==> config.mk <==
export PLATFORM = sky130hd
export DESIGN_NAME = mem_stage
export DESIGN_NICKNAME = d
export VERILOG_FILES = /design/src/rtl/rv32_pkg.sv /design/src/rtl/mem_load_align.sv /design/src/rtl/mem_stage.sv
export SDC_FILE = /design/constraint.sdc
export NUM_CORES = 1
export LEC_CHECK = 0
export BUFFER_PORTS_ARGS = -buffer_cell sky130_fd_sc_hd__buf_2
export CORE_ASPECT_RATIO = 0.7
export CORE_MARGIN = 10
export CORE_UTILIZATION = 46
export DETAILED_ROUTE_END_ITERATION = 6
export GPL_ROUTABILITY_DRIVEN = 0
export GPL_TIMING_DRIVEN = 0
export PLACE_DENSITY = 0.77
export SLEW_MARGIN = 20
export SYNTH_ARGS = -nofsm -noshare
export SYNTH_HDL_FRONTEND = slang
export SYNTH_SLANG_ARGS = --single-unit
export TNS_END_PERCENT = 50
==> constraint.sdc <==
create_clock -name clk -period 4.55 [get_ports clk]
set_input_delay 0.91 -clock clk [delete_from_list [all_inputs] [get_ports clk]]
set_output_delay 0.91 -clock clk [all_outputs]
set_load 0.02 [all_outputs]
==> src/rtl/rv32_pkg.sv <==
// Shared RV32 definitions for the memory stage: load/store size codes, FSM states, byte enables.
package rv32_pkg;

  localparam logic [2:0] F3_B  = 3'b000;
  localparam logic [2:0] F3_H  = 3'b001;
  localparam logic [2:0] F3_W  = 3'b010;
  localparam logic [2:0] F3_BU = 3'b100;
  localparam logic [2:0] F3_HU = 3'b101;

  localparam logic [3:0] BE_NONE = 4'h0;
  localparam logic [3:0] BE_BYTE = 4'h1;
  localparam logic [3:0] BE_HALF = 4'h3;
  localparam logic [3:0] BE_WORD = 4'hF;

  typedef enum logic {
    ST_IDLE   = 1'b0,
    ST_ACCESS = 1'b1
  } mem_state_t;

  // Lane mask for an aligned access; size taken from func3[1:0].
  function automatic logic [3:0] be_for(input logic [2:0] func, input logic [1:0] lo);
    case (func[1:0])
      2'b00:   be_for = BE_BYTE << lo;
      2'b01:   be_for = BE_HALF << {lo[1], 1'b0};
      default: be_for = BE_WORD;
    endcase
  endfunction

endpackage

==> src/rtl/mem_load_align.sv <==
// Selects the addressed byte/half lane from a 32-bit read word and sign/zero-extends it.
module mem_load_align
  import rv32_pkg::*;
(
  input  logic [31:0] rdata,
  input  logic [1:0]  addr_lo,
  input  logic [2:0]  func,
  output logic [31:0] data
);

  logic [31:0] sh;

  always_comb begin
    sh = rdata >> {addr_lo, 3'b000};
    case (func)
      F3_B:    data = {{24{sh[7]}}, sh[7:0]};
      F3_BU:   data = {24'h0, sh[7:0]};
      F3_H:    data = {{16{sh[15]}}, sh[15:0]};
      F3_HU:   data = {16'h0, sh[15:0]};
      default: data = rdata;
    endcase
  end

endmodule

==> src/rtl/mem_stage.sv <==
// Pipeline MEM stage: data-memory request FSM (IDLE/ACCESS) plus the MEM/WB register.
// Sub-word loads/stores and misalignment detection are enabled by MEM_STAGE_SUBWORD_EN.
module mem_stage
  import rv32_pkg::*;
(
  input  logic        clk,
  input  logic        rst,
  input  logic [31:0] result,
  input  logic [31:0] data_for_writing_for_sw,
  input  logic [4:0]  rd_mem,
  input  logic [2:0]  func_mem,
  input  logic        mem_enable_mem,
  input  logic        mem_read_mem,
  input  logic        mem_write_mem,
  input  logic        wb_enable_mem,
  input  logic        ld_mem,
  output logic        dmem_req,
  output logic        dmem_we,
  output logic [31:0] dmem_addr,
  output logic [31:0] dmem_wdata,
  output logic [3:0]  dmem_be,
  input  logic        dmem_ack,
  input  logic [31:0] dmem_rdata,
  output logic        stall,
  output logic        misalign_err,
  output logic [31:0] wb_data,
  output logic [4:0]  wb_rd,
  output logic        wb_en
);

  mem_state_t  state, state_nxt;
  logic        access, misalign, issue, done;
  logic [31:0] addr_req, wdata_req, load_data;
  logic [3:0]  be_req;

  assign access = mem_enable_mem & (mem_read_mem | mem_write_mem);

`ifdef MEM_STAGE_SUBWORD_EN
  always_comb begin
    case (func_mem[1:0])
      2'b00:   wdata_req = {4{data_for_writing_for_sw[7:0]}};
      2'b01:   wdata_req = {2{data_for_writing_for_sw[15:0]}};
      default: wdata_req = data_for_writing_for_sw;
    endcase
    case (func_mem[1:0])
      2'b01:   misalign = result[0];
      2'b10:   misalign = (result[1:0] != 2'b00);
      default: misalign = 1'b0;
    endcase
  end
  assign addr_req = {result[31:2], 2'b00};
  assign be_req   = be_for(func_mem, result[1:0]);

  // Upstream is frozen while the access is outstanding, so result/func_mem still describe it.
  mem_load_align u_load_align (
    .rdata   (dmem_rdata),
    .addr_lo (result[1:0]),
    .func    (func_mem),
    .data    (load_data)
  );
`else
  logic unused_func;
  assign unused_func = ^func_mem;
  assign misalign    = 1'b0;
  assign addr_req    = result;
  assign be_req      = BE_WORD;
  assign wdata_req   = data_for_writing_for_sw;
  assign load_data   = dmem_rdata;
`endif

  assign issue = (state == ST_IDLE) & access & ~misalign;
  assign done  = (state == ST_ACCESS) & dmem_ack;

  always_ff @(posedge clk or posedge rst) begin
    if (rst) state <= ST_IDLE;
    else     state <= state_nxt;
  end

  always_comb begin
    state_nxt = state;
    stall     = 1'b0;
    case (state)
      ST_IDLE: begin
        stall = issue;
        if (issue) state_nxt = ST_ACCESS;
      end
      ST_ACCESS: begin
        stall = ~dmem_ack;
        if (dmem_ack) state_nxt = ST_IDLE;
      end
      default: state_nxt = ST_IDLE;
    endcase
    if (rst) stall = 1'b0;
  end

  always_ff @(posedge clk or posedge rst) begin
    if (rst) begin
      dmem_req     <= 1'b0;
      dmem_we      <= 1'b0;
      dmem_addr    <= '0;
      dmem_wdata   <= '0;
      dmem_be      <= BE_NONE;
      misalign_err <= 1'b0;
      wb_data      <= '0;
      wb_rd        <= '0;
      wb_en        <= 1'b0;
    end else begin
      misalign_err <= (state == ST_IDLE) & access & misalign;
      if (issue) begin
        dmem_req   <= 1'b1;
        dmem_we    <= mem_write_mem & ~mem_read_mem;
        dmem_addr  <= addr_req;
        dmem_wdata <= wdata_req;
        dmem_be    <= be_req;
      end else if (done) begin
        dmem_req <= 1'b0;
        dmem_we  <= 1'b0;
      end
      // Bubble into WB while an access is being issued, waited on, or rejected as misaligned.
      if ((state == ST_IDLE && !access) || done) begin
        wb_data <= (done && ld_mem) ? load_data : result;
        wb_rd   <= rd_mem;
        wb_en   <= wb_enable_mem & (rd_mem != 5'd0);
      end else begin
        wb_en <= 1'b0;
      end
    end
  end

endmodule

== After elaboration in Yosys (flattened, before gate mapping) ==
Index checks and enable logic that the tools add are counted.
Storage, ports and cells
  register bits: 106
  input port bits: 112
Cells by class
  mux-type cells: 10
  reductions and logical operators: 6
  bitwise gates (word level): 9
Operator list (number)
  $mux W32: 1
  $mux W1: 7
  $and A1 B1 Y1: 5
  $reduce_bool A5 Y1: 1
  $pmux W1 S2: 2
  $not A1 Y1: 3
  $logic_and A1 B1 Y1: 2
  $reduce_bool A2 Y1: 1
  $logic_not A1 Y1: 1
  $logic_or A1 B1 Y1: 1
  $or A1 B1 Y1: 1

== Logic depth before layout (Yosys ltp) ==
Gate-level depths: netlist of the first run.
  word-level depth: 6
  mapped depth: 6

== Least setup slack after synthesis of the first run ==
OpenSTA, ideal clock, no wires.
  kind: input-to-output
  start point: input port mem_enable_mem
  end point: output port stall
  stages: 6
  path buffers: 3
  required time: 3.640 ns
  setup slack: 1.704 ns
  arrival: 1.936 ns
  cell sequence: nand2b_4 -> or2_1 -> buf_6 -> buf_8 -> buf_6 -> a21oi_1
On the way
  longest elaborated chain between the ends: 4
RTL lines
  start, declared: line mem_stage.sv:12  | input logic mem_enable_mem,
  $and A1 B1 Y1: line mem_stage.sv:36  | assign access = mem_enable_mem & (mem_read_mem | mem_write_mem);
  $and A1 B1 Y1
  $pmux W1 S2: line mem_stage.sv:82  | case (state)
  $mux W1: line mem_stage.sv:93  | if (rst) stall = 1'b0;
  end, declared: line mem_stage.sv:24  | output logic stall,
Every way passes these cells.

== Final worst setup path of the first run ==
  start point: input port mem_read_mem
  end point: output port stall
On the way
  longest elaborated chain between the ends: 5
RTL lines
  start, declared: line mem_stage.sv:13  | input logic mem_read_mem,
  $or A1 B1 Y1: line mem_stage.sv:36
  $and A1 B1 Y1: line mem_stage.sv:36
  $and A1 B1 Y1
  $pmux W1 S2: line mem_stage.sv:82
  $mux W1: line mem_stage.sv:93
Every way passes these cells.

==> out/qor.yml, run 1 <==
synth_flop_cell: "dfrtp_1"
yosys.area.top_type: "dfrtp_1"
fill_cells: 750
dpl_cell_area_mm2: 0.00571
critical_path.slowest_cell: "nor2_1"
diodes: 0
overflow: 0
postLayoutSetupSlackWorst_ns: 1.54
fin_area_mm2: 0.00600
path_max_fanout: 10
utilization: 0.651
synth_nets: 401
wire_per_inst_um: 21.2
status: "complete, no violations"
hp-start: "dmem_wdata[10]$_DFFE_PP0P_"
hpwl_um: 10900
fin_worst_skew_ns: 0.00533
crit_family: "buffers and inverters"
wl_met3_um: 1660
clkTransAtPathRegs_ns: 0.07
critPathMaxStageDelay_ns: 0.20
synth_commonest_cells: "dfrtp_1, mux2_2, o32a_1, o221a_2"
max_freq_ghz: 0.332
fp.dieW_um: 137
synth_edf_count: 0
avgSynthCellArea_um2: 15.4
synth.distinct_cells: 24
post_cts_resized: 0
pre_cts_ws_ns: 1.54
grt_use_total: 0.187
max_cap_viol_count: 0
slew_violations: 0
final-hold-violation-count: 0
rows: 29
yosys.cell_count.top_type: "dfrtp_1"
ys_seq_area_frac: 0.598
cts_max_path_buffers: 2
critPathRequiredTime_ns: 3.64
io_pins: 222
clock_latency_ns: 0.34
cts_max_level: 3
rrSetupSlack_ns: 2.86
netlist_instances: 289
grt_max_degree: 70
wl_um: 13700
yosysWarnings: 0
synth_area_leaders: "dfrtp_1, mux2_2, o32a_1, o221a_2, buf_6"
core-area_mm2: 0.00922
ys_seq_elements: 106
min_period_over_period: 0.663
route.met2.wl_um: 6790
powerDensity_mw_per_mm2: 503
cts.sinks: 106
die-area_mm2: 0.0140
clockRootBuffer: "clkbuf_16"
hold-worst-slack_ns: 0.500
worstSetupPathType: "in -> out"
setup.worst_path.start_class: "input pin"
drtIter0Drc: 114
viasPerCell: 5.42
hold_path_class: "reg -> reg"
maxSlewHeadroom: 0.642
post_cts_buffers: 0
final-setup-viol-count: 0
crit-reg2reg-launch: "state$_DFF_PP0_"
cp_num_buf_inv: 5
crit_path_end_kind: "output port"
crit_chain: "buf_2, nor2_1, or2_1, buf_6, buf_8, buf_6, a21oi_1, buf_2"
wl_met1_um: 5190
tritoncts: "built"
r2r_end: "wb_data[26]$_DFFE_PP0P_"
whs_endpoint: "dmem_wdata[10]$_DFFE_PP0P_"
ir_drop_v: 0.000317
finalCriticalPeriod_ns: 3.01
leakage_nw: 2.82
num_vias: 3506
cts_buffers: 9
synthArstFlopShare: 1.00
grt_pass1_vias: 3934
netlist.area_leader.share: 0.598
drc: 0
port_buffers: 217
antenna_left: 0
whs_path_depth: 1
rr_worst_depth: 5
die_y_um: 102
worst_pin_slew_ns: 0.538
grt_pass1_wl_um: 20700
setup_tns_ns: 0
drive_gt1_frac: 0.665
hold_buffers: 0
nets: 630
antenna_found_initial: 0
start_util: 0.482
syn2layout_area_growth_pct: 35.2
syn_area_mm2: 0.00444
arrival_ns: 2.10
dr.pass1.iters: 4
rsz0062_at_grt: "false"
maxUsedRoutingLayer: "met4"
-- worst max-delay path by stage --
| stage | from | to | slack (ns) | cells past startpoint |
|---|---|---|---|---|
| final | mem_read_mem | stall | 1.54 | 8 |
| after global routing | mem_read_mem | stall | 1.47 | 8 |
| after CTS | mem_enable_mem | stall | 1.53 | 8 |
| after detailed placement | mem_enable_mem | stall | 1.54 | 8 |
| after global placement | rst | dmem_wdata[12]$_DFFE_PP0P_ | -0.31 | 2 |
| after floorplan | rst | dmem_addr[0]$_DFFE_PP0P_ | 0.85 | 1 |
-- metrics by stage --
step | power [mW] | std cells
4_1_cts | 3.06 | 647
3_5_place_dp | 2.29 | 631
3_3_place_gp | 2.25 | 630
6_report | 3.02 | 647
5_1_grt | 3.17 | 647
2_1_floorplan | 1.89 | 289
-- cell type report --
| class | instances | area, um2 | area share |
|---|---|---|---|
| Buffer | 28 | 201 | 0.0336 |
| Clock buffer | 12 | 236 | 0.0394 |
| Clock inverter | 4 | 52.6 | 0.00876 |
| Inverter | 3 | 16.3 | 0.00271 |
| Multi-Input combinational cell | 152 | 1570 | 0.262 |
| Sequential cell | 106 | 2650 | 0.442 |
| Tap cell | 124 | 155 | 0.0258 |
| Timing Repair Buffer | 218 | 1110 | 0.186 |
-- registers in the layout, indices dropped and copies added, names as in the netlist --
name / flops
dmem_addr: 32
dmem_be: 1
dmem_req: 1
dmem_wdata: 32
dmem_we: 1
state: 1
wb_data: 32
wb_en: 1
wb_rd: 5
-- power by group --
group	switching, mW	internal [mW]
combinational	0.563	0.413
clock	0.332	0.429
sequential	0.126	1.15
-- layer usage --
metal,up-vias,global-route usage
li1,1592,-
met1,1752,0.206
met2,153,0.325
met3,9,0.0897
met4,0,0.0355
met5,-,0
-- layout by cell type (no fill, tap or decap), types with 4 or more instances in the layout --
master,instances
clkbuf_16,9
dfrtp_1,106
buf_4,4
buf_2,225
o221a_2,24
o221a_1,8
clkbuf_1,10
mux2_2,69
o32a_1,32
buf_6,8
-- kinds of logic (layout without fill, tap and decap cells) --
logic type / Yosys count / count (layout) / synth area share
AOI/OAI and AO/OA: 71 / 71 / 0.164
buffers and inverters: 31 / 265 / 0.0479
DFF: 106 / 106 / 0.598
muxes: 69 / 69 / 0.175
other: 1 / 1 / 0.000845
and+or+nand+nor: 11 / 11 / 0.0149
No activity file was read; power rests on OpenSTA's default activity.
==> run 2, diff against run 1 <==
==> constraint.sdc (replaced) <==
create_clock -name clk -period 2.85 [get_ports clk]
set_input_delay 0.57 -clock clk [delete_from_list [all_inputs] [get_ports clk]]
set_output_delay 0.57 -clock clk [all_outputs]
set_load 0.02 [all_outputs]
==> run 2 against run 1 <==
Clock power is 70% higher. Highest routed layer unchanged. Clock skew is 0.0025 ns lower. Critical path type is now reg -> out. Largest power group unchanged. Global-route usage up 0.33 points. Core utilization rose by 0.68 points. Worst hold slack lost 0.24 ns. Die area unchanged.
==> out/qor.yml, run 2 (synthesis gave the netlist of run 1 again) <==
cts_max_level: 3  # unchanged
overflow: 0  # unchanged
rsz0062_at_grt: "false"
ir_drop_v: 0.000411  # +30%
drtIter0Drc: 148  # +30%
internal_power_mw: 3.22  # +61%
powerDensity_mw_per_mm2: 807  # +61%
grt_max_degree: 36  # -49%
diodes: 0  # unchanged
hold_path_class: "in -> async"
share_seq_of_total_power: 0.416  # -0.008
clockRootBuffer: "clkbuf_16"
setup_tns_ns: 0  # unchanged
leakage_nw: 2.84  # +0.97%
start_util: 0.482  # unchanged
fp.dieW_um: 137  # unchanged
nets: 632  # +0.32%
wire_per_inst_um: 21.2  # +0.24%
die_y_um: 102  # unchanged
min_period_over_period: 0.871
core-area_mm2: 0.00922  # unchanged
rows: 29  # unchanged
fin_worst_skew_ns: 0.00278  # -0.00255 ns
port_buffers: 217  # unchanged
grt_use_total: 0.190  # +0.00328
clock_latency_ns: 0.34  # about the same
syn2layout_area_growth_pct: 36.6
switching_share: 0.342  # +0.00328
num_vias: 3565  # +1.7%
largestRegisters: "dmem_addr x32, dmem_wdata x32, wb_data x32"
final-setup-viol-count: 0  # unchanged
layout_common_cells: "buf_2, dfrtp_1, mux2_2"
grt_pass1_wl_um: 21100  # +2.2%
maxSlewHeadroom: 0.632  # -0.00989
finalCriticalPeriod_ns: 2.48
cts.sinks: 106  # unchanged
cts_max_path_buffers: 2  # unchanged
tritoncts: "built"
critPathRequiredTime_ns: 2.28  # -1.36 ns
max_cap_viol_count: 0  # unchanged
setup.worst_path.start_class: "flop"
hold_buffers: 0  # unchanged
hpwl_um: 11000  # +0.23%
die-area_mm2: 0.0140  # unchanged
wl_um: 13800  # +0.55%
max_freq_ghz: 0.403
pwr-share-comb: 0.321  # -0.003
final-hold-violation-count: 0  # unchanged
io_pins: 222  # unchanged
arrival_ns: 1.91  # -0.19 ns
p_clk_frac: 0.263  # +0.011
slew_violations: 0  # unchanged
worst_pin_slew_ns: 0.552  # +0.0148 ns
clkTransAtPathRegs_ns: 0.07  # about the same
switchingPower_mw: 1.67  # +64%
dr.pass1.iters: 4  # unchanged
post_cts_resized: 0  # unchanged
rrSetupSlack_ns: 1.19  # -1.67 ns
cts_buffers: 9  # unchanged
drive_gt1_frac: 0.672  # +0.00699
antenna_left: 0  # unchanged
status: "complete, no violations"
hold-worst-slack_ns: 0.265  # -0.235 ns
worstSetupPathType: "reg -> out"
crit_path_end_kind: "output port"
viasPerCell: 5.49  # +1.4%
path_max_fanout: 10  # unchanged
antenna_found_initial: 0  # unchanged
final_common_cell: "buf_2"
drc: 0  # unchanged
grt_pass1_vias: 3825  # -2.8%
post_cts_buffers: 0  # unchanged
## run 2: changes by cell type in the layout (fill, tap and decap cells not counted)
cell	change
clkinvlp_4	+1
clkinv_2	-1
inv_6	+1
clkinv_4	+1
clkbuf_8	+1
buf_12	+2
clkbuf_1	-3
## run 2: routing by layer
layer  GRT usage  wire [um]
met1       0.220       5380
met2       0.311       6630
met3      0.0917       1630
met4      0.0525        149
met5           0          0
## run 2: worst paths after layout
kind / startpoint / to / cells after the start
setup / recovery: state$_DFF_PP0_ / stall / 7
hold / removal: rst / wb_data[27]$_DFFE_PP0P_ / 2
setup reg to reg: state$_DFF_PP0_ / wb_data[26]$_DFFE_PP0P_ / 5
hold reg to reg: dmem_req$_DFFE_PP0P_ / dmem_req$_DFFE_PP0P_ / 2
max in group asynchronous: rst / dmem_wdata[6]$_DFFE_PP0P_ / 4
min in group clk: data_for_writing_for_sw[26] / dmem_wdata[26]$_DFFE_PP0P_ / 2
## run 2: stage by stage
step / area (um2) / worst slack [ns] / instances / power (mW) / utilization
CTS: 6060 / 0.353 / 649 / 4.96 / 0.658
floorplan: 4440 / 0.684 / 289 / 3.02 / -
global route: 6060 / 0.298 / 649 / 5.15 / 0.658
detailed placement: 5750 / 0.530 / 633 / 3.66 / 0.624
finish: 6060 / 0.367 / 649 / 4.90 / 0.658
global placement: 5680 / 0.345 / 630 / 3.59 / 0.617
## run 2: worst max-delay path, stage by stage (launching register included)
cell and delay, ns:
dfrtp_1 0.42, nand2b_4 0.17, or2_1 0.23, buf_6 0.15, buf_8 0.15, buf_6 0.14
a21oi_1 0.11, buf_2 0.18
## run 2: cell type report
| cell class | count | area (um2) |
|---|---|---|
| Buffer | 28 | 201 |
| Clock buffer | 10 | 239 |
| Clock inverter | 6 | 73.8 |
| Fill cell | 725 | 3150 |
| Inverter | 3 | 15.0 |
| Multi-Input combinational cell | 152 | 1570 |
| Sequential cell | 106 | 2650 |
| Tap cell | 124 | 155 |
| Timing Repair Buffer | 220 | 1150 |
## run 2: power by group through the flow
stage	combinational (mW)	clock (mW)	sequential, mW
6_report	1.57	1.29	2.04
5_1_grt	1.67	1.39	2.08
4_1_cts	1.60	1.32	2.04
3_5_place_dp	1.60	0	2.06
3_3_place_gp	1.55	0	2.03
2_1_floorplan	0.543	0	2.47
